### src/rtl/bcd_conv_seq_if.sv
// Start/busy/done handshake and result bus of the binary-to-BCD sequencer.
// BCD_FOUR_DIGIT_EN adds the thousands digit (digito3).
interface bcd_conv_seq_if;
   logic        start;
   logic [31:0] _input;
   logic        busy;
   logic        done;
   logic        sinal;
   logic        overflow;
   logic [3:0]  digito0;
   logic [3:0]  digito1;
   logic [3:0]  digito2;
`ifdef BCD_FOUR_DIGIT_EN
   logic [3:0]  digito3;

   modport master (
      output start, _input,
      input  busy, done, sinal, overflow, digito0, digito1, digito2, digito3
   );
   modport slave (
      input  start, _input,
      output busy, done, sinal, overflow, digito0, digito1, digito2, digito3
   );
`else
   modport master (
      output start, _input,
      input  busy, done, sinal, overflow, digito0, digito1, digito2
   );
   modport slave (
      input  start, _input,
      output busy, done, sinal, overflow, digito0, digito1, digito2
   );
`endif
endinterface

### src/rtl/bcd_conv_seq.sv
// Sequential signed binary-to-BCD converter (double-dabble, one bit per clock).
// BCD_FOUR_DIGIT_EN selects four digits (0..9999) instead of three (0..999).
module bcd_conv_seq (
   input  logic             clk,
   input  logic             rst_n,
   bcd_conv_seq_if.slave    bus
);

`ifdef BCD_FOUR_DIGIT_EN
   localparam int NDIG = 4;
   localparam int W    = 14;
   localparam int MAXV = 9999;
`else
   localparam int NDIG = 3;
   localparam int W    = 10;
   localparam int MAXV = 999;
`endif
   localparam int SW = 4 * NDIG;

   typedef enum logic [1:0] {
      IDLE  = 2'd0,
      SHIFT = 2'd1,
      DONE  = 2'd2
   } state_t;

   state_t          state_reg, state_next;
   logic [W-1:0]    shreg_reg, shreg_next;
   logic [SW-1:0]   scratch_reg, scratch_next;
   logic [3:0]      cnt_reg, cnt_next;
   logic            sinal_r_reg, sinal_r_next;
   logic            ovf_r_reg, ovf_r_next;

   logic            done_reg, done_next;
   logic            sinal_reg, sinal_next;
   logic            overflow_reg, overflow_next;
   logic [SW-1:0]   digits_reg, digits_next;

   logic [31:0]     mag;
   logic [SW-1:0]   scratch_adj;
   logic [SW-1:0]   scratch_shifted;
   logic            scratch_carry;

   // -2147483648 negates to itself; it stays 0x80000000 and fails the range test.
   assign mag = bus._input[31] ? (~bus._input + 32'd1) : bus._input;

   genvar gi;
   generate
      for (gi = 0; gi < NDIG; gi++) begin : g_adj
         assign scratch_adj[4*gi +: 4] = (scratch_reg[4*gi +: 4] >= 4'd5)
                                       ? scratch_reg[4*gi +: 4] + 4'd3
                                       : scratch_reg[4*gi +: 4];
      end
   endgenerate

   assign {scratch_carry, scratch_shifted} = {scratch_adj, shreg_reg[W-1]};

   always_ff @(posedge clk or negedge rst_n) begin
      if (!rst_n) begin
         state_reg    <= IDLE;
         shreg_reg    <= '0;
         scratch_reg  <= '0;
         cnt_reg      <= '0;
         sinal_r_reg  <= 1'b0;
         ovf_r_reg    <= 1'b0;
         done_reg     <= 1'b0;
         sinal_reg    <= 1'b0;
         overflow_reg <= 1'b0;
         digits_reg   <= '0;
      end else begin
         state_reg    <= state_next;
         shreg_reg    <= shreg_next;
         scratch_reg  <= scratch_next;
         cnt_reg      <= cnt_next;
         sinal_r_reg  <= sinal_r_next;
         ovf_r_reg    <= ovf_r_next;
         done_reg     <= done_next;
         sinal_reg    <= sinal_next;
         overflow_reg <= overflow_next;
         digits_reg   <= digits_next;
      end
   end

   always_comb begin
      state_next    = state_reg;
      shreg_next    = shreg_reg;
      scratch_next  = scratch_reg;
      cnt_next      = cnt_reg;
      sinal_r_next  = sinal_r_reg;
      ovf_r_next    = ovf_r_reg;
      done_next     = 1'b0;
      sinal_next    = sinal_reg;
      overflow_next = overflow_reg;
      digits_next   = digits_reg;

      case (state_reg)
         IDLE: begin
            if (bus.start) begin
               state_next   = SHIFT;
               shreg_next   = mag[W-1:0];
               scratch_next = '0;
               cnt_next     = 4'(W - 1);
               sinal_r_next = bus._input[31];
               ovf_r_next   = (mag > 32'(MAXV));
            end
         end
         SHIFT: begin
            scratch_next = scratch_shifted;
            shreg_next   = {shreg_reg[W-2:0], 1'b0};
            cnt_next     = cnt_reg - 4'd1;
            if (cnt_reg == 4'd0) begin
               // Results are taken from the final shift so they appear on the edge entering DONE.
               // A bit carried out of the top digit only occurs for out-of-range values.
               state_next    = DONE;
               done_next     = 1'b1;
               sinal_next    = sinal_r_reg;
               overflow_next = ovf_r_reg;
               digits_next   = (ovf_r_reg || scratch_carry) ? {NDIG{4'd9}} : scratch_shifted;
            end
         end
         DONE: begin
            state_next = IDLE;
         end
         default: begin
            state_next = IDLE;
         end
      endcase
   end

   assign bus.busy     = (state_reg != IDLE);
   assign bus.done     = done_reg;
   assign bus.sinal    = sinal_reg;
   assign bus.overflow = overflow_reg;
   assign bus.digito0  = digits_reg[3:0];
   assign bus.digito1  = digits_reg[7:4];
   assign bus.digito2  = digits_reg[11:8];
`ifdef BCD_FOUR_DIGIT_EN
   assign bus.digito3  = digits_reg[15:12];
`endif

endmodule

### src/flat_wrapper.sv
// flat-port wrapper written by rule: the top's interface ports become plain ports
module bcd_conv_seq_flat 
  (clk, rst_n, bus_start, bus__input, bus_busy, bus_done, bus_sinal, bus_overflow, bus_digito0, bus_digito1, bus_digito2);
  bcd_conv_seq_if bus_i ();
  input  logic clk;
  input  logic rst_n;
  input wire logic [$bits(bus_i.start)-1:0] bus_start;
  input wire logic [$bits(bus_i._input)-1:0] bus__input;
  output wire logic [$bits(bus_i.busy)-1:0] bus_busy;
  output wire logic [$bits(bus_i.done)-1:0] bus_done;
  output wire logic [$bits(bus_i.sinal)-1:0] bus_sinal;
  output wire logic [$bits(bus_i.overflow)-1:0] bus_overflow;
  output wire logic [$bits(bus_i.digito0)-1:0] bus_digito0;
  output wire logic [$bits(bus_i.digito1)-1:0] bus_digito1;
  output wire logic [$bits(bus_i.digito2)-1:0] bus_digito2;
  assign bus_i.start = bus_start;
  assign bus_i._input = bus__input;
  assign bus_busy = bus_i.busy;
  assign bus_done = bus_i.done;
  assign bus_sinal = bus_i.sinal;
  assign bus_overflow = bus_i.overflow;
  assign bus_digito0 = bus_i.digito0;
  assign bus_digito1 = bus_i.digito1;
  assign bus_digito2 = bus_i.digito2;
  bcd_conv_seq u_core (.clk(clk), .rst_n(rst_n), .bus(bus_i));
endmodule
### config.mk
export PLATFORM = sky130hd
export DESIGN_NAME = bcd_conv_seq_flat
export DESIGN_NICKNAME = d
export VERILOG_FILES = /design/src/rtl/bcd_conv_seq_if.sv /design/src/rtl/bcd_conv_seq.sv /design/src/flat_wrapper.sv
export SDC_FILE = /design/constraint.sdc
export NUM_CORES = 1
export LEC_CHECK = 0
export CAP_MARGIN = 20
export CORE_ASPECT_RATIO = 2
export CORE_MARGIN = 4
export CORE_UTILIZATION = 54
export DETAILED_ROUTE_END_ITERATION = 8
export PLACE_DENSITY_LB_ADDON = 0.08
export SLEW_MARGIN = 20
export SYNTH_ARGS = -nofsm -noshare
export SYNTH_HDL_FRONTEND = slang
export SYNTH_SLANG_ARGS = --single-unit
### constraint.sdc
create_clock -name clk -period 2.2 [get_ports clk]
set_input_delay 0.44 -clock clk [delete_from_list [all_inputs] [get_ports clk]]
set_output_delay 0.44 -clock clk [all_outputs]
set_load 0.02 [all_outputs]
; Word level (Yosys, flattened, before mapping)
; Cells that the tools add are included.
[classes]
addsub = 5
mul = 0
div_mod_pow = 0
n_lt_le_gt_ge = 4
n_eq_ne = 3
shift = 0
n_mux = 16
n_bitwise = 1
n_reduce_logical = 9
[op_table]
columns = op, count
row1 = "adder 32 x 1 -> 32 bit, second input constant", 1
row2 = "greater-than comparator 32 x 10 -> 1 bit, second input constant", 1
row3 = 2-to-1 mux 32 bit, 1
row4 = inverter 32 bit, 1
row5 = 2-to-1 mux 12 bit, 2
row6 = one-hot mux 12 bit (2 select lines), 1
row7 = one-hot mux 10 bit (2 select lines), 1
row8 = 2-to-1 mux 4 bit, 4
row9 = "adder 4 x 2 -> 4 bit, second input constant", 3
row10 = "greater-or-equal comparator 4 x 3 -> 1 bit, second input constant", 3
row11 = 2-to-1 mux 10 bit, 1
row12 = one-hot mux 4 bit (2 select lines), 1
row13 = AND reduction 2 bit, 4
row14 = zero test 4 bit, 1
row15 = 2-to-1 mux 2 bit, 2
row16 = one-hot mux 2 bit (2 select lines), 1
row17 = nonzero test 2 bit, 2
row18 = "subtractor 4 x 1 -> 4 bit, second input constant", 1
row19 = "equality test 2 x 1 -> 1 bit, second input constant", 1
row20 = zero test 2 bit, 1
row21 = 2-to-1 mux 1 bit, 2
row22 = "!= test 2 x 1 -> 1 bit, second input constant", 1
row23 = "!= test 2 bit, second input constant", 1
row24 = logical OR 1 bit, 1
[totals]
regBits = 45
latch_bits = 0
ramBits = 0
rom_bits = 0
input_bits = 35
elab_cells = 48
mem_count = 0

; Logic depth before layout (Yosys ltp)
; Gate-level depths: netlist of run 1.
[depth]
depth_word = 5
ltp_mapped = 11
mapped_depth_nobuf = 9

; Least setup slack after synthesis of run 1
; Ideal clock, no wire load.
[synth_path]
kind = input -> register
startpoint = in bus__input[0]
endpoint = reg u_core.ovf_r_reg
arrival_time_ns = 2.759
path_slack_ns = -0.694
path_stages = 11
n_path_buf = 2
cell_sequence = inv_1 -> ha_1 -> or3b_2 -> clkbuf_1 -> or3_1 -> or4_1 -> buf_2 -> o31a_1 -> nor3_1 -> o211a_1 -> a31oi_1
[synth_via]
elab_chain_cells = 4
[synth_lines]
columns = item, line
row1 = "start, declared", flat_wrapper.sv:8  ; input wire logic [$bits(bus_i._input)-1:0] bus__input;
row2 = inverter 32 bit, bcd_conv_seq.sv:44  ; assign mag = bus._input[31] ? (~bus._input + 32'd1) : bus._input;
row3 = adder 32 x 1 -> 32 bit, bcd_conv_seq.sv:44
row4 = 2-to-1 mux 32 bit (*), bcd_conv_seq.sv:44
row5 = greater-than comparator 32 x 10 -> 1 bit (*), bcd_conv_seq.sv:103  ; ovf_r_next = (mag > 32'(MAXV));
row6 = "end signal, assigned", bcd_conv_seq.sv:75  ; ovf_r_reg <= ovf_r_next;
row7 = "end, declared", bcd_conv_seq.sv:31  ; logic ovf_r_reg, ovf_r_next;
; Mark *: on every way between the ends. The rest lies on a longest branch, timed or not.
; A chain may end at the register's enable or synchronous reset.

; Worst setup path in the final report of run 1
[layout_path]
startpoint = in bus__input[1]
endpoint = reg u_core.ovf_r_reg
; Same word-level chain as after synthesis.

==> results of run 1 <==
==> routing by layer <==
layer  wire [um]  track usage (%)
met1        3010             24.3
met2        5310             55.0
met3         256             3.88
met4         673             20.1
met5           0                0
==> power breakdown <==
| part | internal, mW | switching [mW] | leakage (nW) |
|---|---|---|---|
| Combinational | 0.841 | 1.04 | 1.22 |
| Clock | 0.370 | 0.273 | 0.0585 |
| Sequential | 1.18 | 0.258 | 0.552 |
| Total | 2.39 | 1.57 | 1.83 |
==> what timing repair did <==
item                                    CTS  global route
gates resized for setup                  32             9
setup buffers                             4             0
pin swaps                                12             8
endpoints found under the setup margin    3             1
==> stage by stage <==
stage	worst slack [ps]	area (um2)
after floorplan	-685	2990
after global placement	-1160	4040
after detailed placement	-1250	4040
after CTS	-614	4220
after global routing	-512	4250
final	-452	4250
==> final cells by class <==
| cell class | count | area, um2 |
|---|---|---|
| clock buffers | 7 | 86.3 |
| clock inverters | 1 | 30.0 |
| fillers | 441 | 1170 |
| inverters | 19 | 71.3 |
| multi-input cells | 266 | 1780 |
| flip-flops and latches | 45 | 1130 |
| well taps | 60 | 75.1 |
| repair buffers | 130 | 1080 |
==> kinds of logic (layout without fill, tap and decap cells) <==
| family | Yosys count | after routing | share of synthesized area (%) |
|---|---|---|---|
| mux | 6 | 6 | 2.13 |
| fa+ha+maj | 9 | 9 | 3.77 |
| buf+inv | 41 | 157 | 5.27 |
| simple gates | 133 | 133 | 23.4 |
| flops | 45 | 45 | 37.7 |
| xor+xnor | 13 | 13 | 3.81 |
| compound gates | 105 | 105 | 23.9 |
==> worst max-delay path: stages <==
cell and delay (ps):
buf_6 90, buf_4 120, inv_1 40, ha_1 150, or3b_4 390, or3_4 400, or4_4 540, o31a_1 280
nor3_2 120, o211a_1 180, a31oi_1 70
==> layout by cell type (no fill, tap or decap), types with 3 or more instances in the layout <==
cell,count
nor3b_1,5
or4_4,4
mux2_2,3
nand4_1,3
xnor2_1,7
nor2_1,23
buf_4,79
a31oi_1,8
nor4_1,9
clkbuf_8,6
o21ai_0,40
o31ai_1,6
ha_1,9
a22oi_1,10
nand2_1,35
dfrtp_1,45
nand3_1,14
nor3_1,12
a21oi_1,11
nand2b_1,6
nor4_2,3
mux2i_1,3
o211a_1,3
inv_1,17
o41ai_1,3
dlygate4sd2_1,5
xor2_1,6
clkdlybuf4s50_1,38
==> worst paths after layout <==
path | start | endpoint | slack [ps] | cells past startpoint
setup / recovery | bus__input[1] | u_core.ovf_r_reg$_DFFE_PN0P_ | -450 | 11
hold / removal | rst_n | u_core.digits_reg[4]$_DFFE_PN0P_ | 200 | 2
setup reg to reg | u_core.cnt_reg[0]$_DFFE_PN0P_ | u_core.digits_reg[11]$_DFFE_PN0P_ | 230 | 7
hold reg to reg | u_core.sinal_r_reg$_DFFE_PN0P_ | u_core.bus.sinal$_DFFE_PN0P_ | 470 | 2
max in group asynchronous | rst_n | u_core.digits_reg[9]$_DFFE_PN0P_ | 1600 | 2
min in group clk | bus__input[0] | u_core.shreg_reg[0]$_DFFE_PN0P_ | 430 | 3
==> flow_metrics.tcl, run 1 <==
set metrics [dict create \
    status "complete, but fails checks" \
    violations "setup timing" \
    wl_um 9240 \
    synth_top_area_share_pct 37.7 \
    postRouteAntennaNets 0 \
    fin_setup_tns_ps -452 \
    die_y_um 113 \
    wl_per_cell_um 17.5 \
    dp.cells 516 \
    synth_area_leaders "dfrtp_1 38%, o21ai_0 6.7%, nand2_1 4.4%" \
    hold_buffers 0 \
    grt_use_total_pct 28.6 \
    power_density_mw_per_mm2 933 \
    path_clk_slew_ps 80 \
    max_freq_mhz 377 \
    syn_inst 352 \
    clock_latency_ps 300 \
    initial_utilization_pct 55.1 \
    ios 51 \
    fin_ws_ps -452 \
    yosysSeqAreaShare_pct 37.7 \
    core_mm2 0.00542 \
    ys.flop_type "dfrtp_1" \
    antenna_found_initial 0 \
    grt_max_degree 46 \
    dieArea_mm2 0.00686 \
    vias 3207 \
    drive_above_1_share_pct 25.2 \
    cts.sinks 45 \
    io_buffer_count 50 \
    nets 511 \
    finalSetupViolCount 1 \
    grt_setup_unrepaired "yes" \
    gp_congestion 0.931 \
    vdd_drop_max_uv 1040 \
    leakage_nw 1.83 \
    arrival_ps 2830 \
    synth_common_cells "45 x dfrtp_1, 40 x o21ai_0, 35 x nand2_1" \
    root_buffer "clkbuf_8" \
    crit_path_end_kind "register" \
    drv_slew 0 \
    cp_max_fo 6 \
    syn_nets 396 \
    ys_types 58 \
    diodes 0 \
    post-route-util_pct 78.3 \
    hold_violations 0 \
    cts_tree "yes" \
    rows 38 \
    grt_overflow 0 \
    htree_num_levels 2 \
    drtPass1Iterations 4 \
    hpwl_um 7330 \
    ys.warnings.count 0 \
    die_w_um 60.6 \
    critical_path_required_ps 2370 \
    grt_pass1_vias 3384 \
    finalPower_mw 3.96 \
    ys_ff_latch 45 \
    maxCapViolations 0 \
    async_reset_ff_share_pct 100 \
    synth_edf_count 0 \
    max-slew-margin-rel_pct 40.5 \
    min_path_type "primary input to asynchronous set/reset pin" \
    final_cells 528 \
    numCtsBuffers 5 \
    synth_largest_area_cell "dfrtp_1" \
    yosysMostFrequentCell "dfrtp_1" \
    grt_pass1_wl_um 14800 \
    drc 0 \
    drt_iter0_markers 141 \
    avgViaCountPerCell 6.07 \
    startpoint_type "primary input" \
    critical_path_class "primary input to register" \
    area_delta_synth_final_pct 42.1 \
    finClkSkew_ps 6.13 \
    period_needed_ps 2650 \
    worst_pin_slew_ps 893 \
    syn_area_per_cell_um2 8.49 \
    syn_area_mm2 0.00299 \
    fin_crit_sh_pct 121 \
    holdWs_ps 199 \
    clk_path_buf_depth 2 \
]
Note: power is estimated with default switching activity, not from simulation.
==> inputs of run 2 (changes only) <==
--- a/config.mk
+++ b/config.mk
@@ -8,10 +8,10 @@
 export CAP_MARGIN = 20
 export CORE_ASPECT_RATIO = 2
 export CORE_MARGIN = 4
-export CORE_UTILIZATION = 54
+export CORE_UTILIZATION = 64
 export DETAILED_ROUTE_END_ITERATION = 8
+export DONT_BUFFER_PORTS = 1
 export PLACE_DENSITY_LB_ADDON = 0.08
-export SLEW_MARGIN = 20
 export SYNTH_ARGS = -nofsm -noshare
 export SYNTH_HDL_FRONTEND = slang
 export SYNTH_SLANG_ARGS = --single-unit
==> run 2 against run 1 <==
Net effect: the run still ends with setup timing left; non-clock buffer count down 97; routed wire length down 13%; combinational power shrank 28%; die area fell by 14%; register-to-register slack got worse by 40 ps; worst setup slack improved by 130 ps; clock skew barely moved; final cell count is 19% lower; via count fell by 11%; design area shrank 18%.
==> flow_metrics.tcl, run 2 (same netlist as run 1, synthesis figures left out) <==
set metrics [dict create \
    status "complete, but fails checks" \
    violations "setup timing" \
    worst_pin_slew_ps 865 \
    area_delta_synth_final_pct 16.7 \
    max_freq_mhz 396 \
    fin_crit_sh_pct 115 \
    postRouteAntennaNets 0 \
    cp_max_fo 3 \
    power_frac_seq_pct 43.0 \
    grt_max_degree 46 \
    vdd_drop_max_uv 681 \
    dp.cells 414 \
    avgViaCountPerCell 6.69 \
    critical_path_class "primary input to register" \
    drv_slew 0 \
    path_clk_slew_ps 80 \
    wl_per_cell_um 18.9 \
    critical_path_required_ps 2370 \
    period_needed_ps 2520 \
    numCtsBuffers 5 \
    most-common-layout-cells "45 x dfrtp_1, 40 x o21ai_0, 35 x nand2_1, 29 x buf_4, 23 x nor2_1" \
    drive_above_1_share_pct 17.8 \
    rr_worst_depth 7 \
    core_mm2 0.00455 \
    clock_latency_ps 300 \
    startpoint_type "primary input" \
    final_cells 426 \
    leakage_nw 1.44 \
    htree_num_levels 2 \
    io_buffer_count 0 \
    hold_depth 2 \
    multi_input_area_mm2 0.00179 \
    min_path_type "primary input to register" \
    finalSetupViolCount 1 \
    grt_use_total_pct 28.0 \
    hpwl_um 6090 \
    drtPass1Iterations 4 \
    startpoint "bus__input[0]" \
    grt_pass1_wl_um 13200 \
    diodes 0 \
    worstReg2RegEnd "u_core.digits_reg[11]$_DFFE_PN0P_" \
    grt_overflow 0 \
    clk_path_buf_depth 2 \
    rows 35 \
    die_w_um 56.3 \
    min_from "bus__input[31]" \
    gp_congestion 0.938 \
    ff2ff_setup_slack_ps 190 \
    whs_endpoint "u_core.sinal_r_reg$_DFFE_PN0P_" \
    wl_um 8040 \
    dieArea_mm2 0.00589 \
    initial_utilization_pct 65.6 \
    ios 51 \
    drt_iter0_markers 132 \
    antenna_found_initial 0 \
    root_buffer "clkbuf_8" \
    cts_tree "yes" \
    holdWs_ps 264 \
    cts.sinks 45 \
    drc 0 \
    arrival_ps 2700 \
    clkPwrFrac_pct 20.3 \
    die_y_um 105 \
    swShare_pct 40.5 \
    finClkSkew_ps 6.17 \
    intPower_mw 2.19 \
    crit_path_end_kind "register" \
    grt_setup_unrepaired "yes" \
    layout_commonest_cell "dfrtp_1" \
    nets 414 \
    p_sw_mw 1.48 \
    crit-reg2reg-launch "u_core.cnt_reg[0]$_DFFE_PN0P_" \
    grt_pass1_vias 2892 \
    comb_power_share_pct 36.7 \
    seq_area_mm2 0.00113 \
    vias 2851 \
    hold_violations 0 \
    n_fill_cell 348 \
    power_density_mw_per_mm2 1050 \
    max-slew-margin-rel_pct 42.4 \
    fin_ws_ps -325 \
    maxCapViolations 0 \
]
-- run 2: cell type report --
class	instances	area share, %
Multi-Input combinational cell	266	51.3
Sequential cell	45	32.3
Timing Repair Buffer	33	7.86
Inverter	19	2.62
Clock buffer	5	1.97
Clock inverter	3	1.97
Tap cell	55	1.97
-- run 2: worst max-delay path by stage --
| stage | endpoint | cells past startpoint |
|---|---|---|
| floorplan | u_core.ovf_r_reg$_DFFE_PN0P_ | 11 |
| global placement | u_core.ovf_r_reg$_DFFE_PN0P_ | 10 |
| detailed placement | u_core.ovf_r_reg$_DFFE_PN0P_ | 10 |
| global route | u_core.ovf_r_reg$_DFFE_PN0P_ | 7 |
| finish | u_core.ovf_r_reg$_DFFE_PN0P_ | 7 |
| CTS | u_core.ovf_r_reg$_DFFE_PN0P_ | 9 |
-- run 2: critical path, stage by stage --
cell and delay (ps):
or4_4 520, or4b_4 580, or4_4 440, o41a_1 350, o2bb2ai_2 120, o211a_1 170, a31oi_1 70
-- run 2: metal layers --
| metal | GRT usage, % | vias up | wire length [um] |
|---|---|---|---|
| met2 | 52.7 | 105 | 4400 |
| met1 | 27.3 | 1368 | 2840 |
| met5 | 0 | - | 0 |
| met4 | 17.3 | 0 | 485 |
| li1 | - | 1343 | - |
| met3 | 3.83 | 35 | 313 |
-- run 2: stage by stage --
| step | worst slack (ps) | setup TNS (ps) | util (%) | instance area (um2) | power (mW) |
|---|---|---|---|---|---|
| after floorplan | -685 | -685 | - | 2990 | 2.56 |
| after global placement | -760 | -760 | 70.0 | 3190 | 2.81 |
| after detailed placement | -837 | -837 | 70.0 | 3190 | 2.90 |
| after CTS | -318 | -318 | 75.9 | 3460 | 3.68 |
| after global routing | -342 | -342 | 76.6 | 3490 | 3.94 |
| final | -325 | -325 | 76.6 | 3490 | 3.67 |
-- run 2: power by group through the flow --
stage / combinational, mW / sequential, mW / clock [mW]
3_3_place_gp: 1.24 / 1.57 / 0
5_1_grt: 1.53 / 1.62 / 0.789
2_1_floorplan: 1.05 / 1.51 / 0
3_5_place_dp: 1.32 / 1.59 / 0
6_report: 1.35 / 1.58 / 0.745
4_1_cts: 1.35 / 1.57 / 0.749
-- run 2: what timing repair did --
item,in CTS,in global routing
buffers inserted,2,0
gates resized for setup,23,5
gates cloned,0,0
endpoints found under the setup margin,1,1
hold buffers,2,0
pin swaps,11,9
hold endpoints to repair,45,0
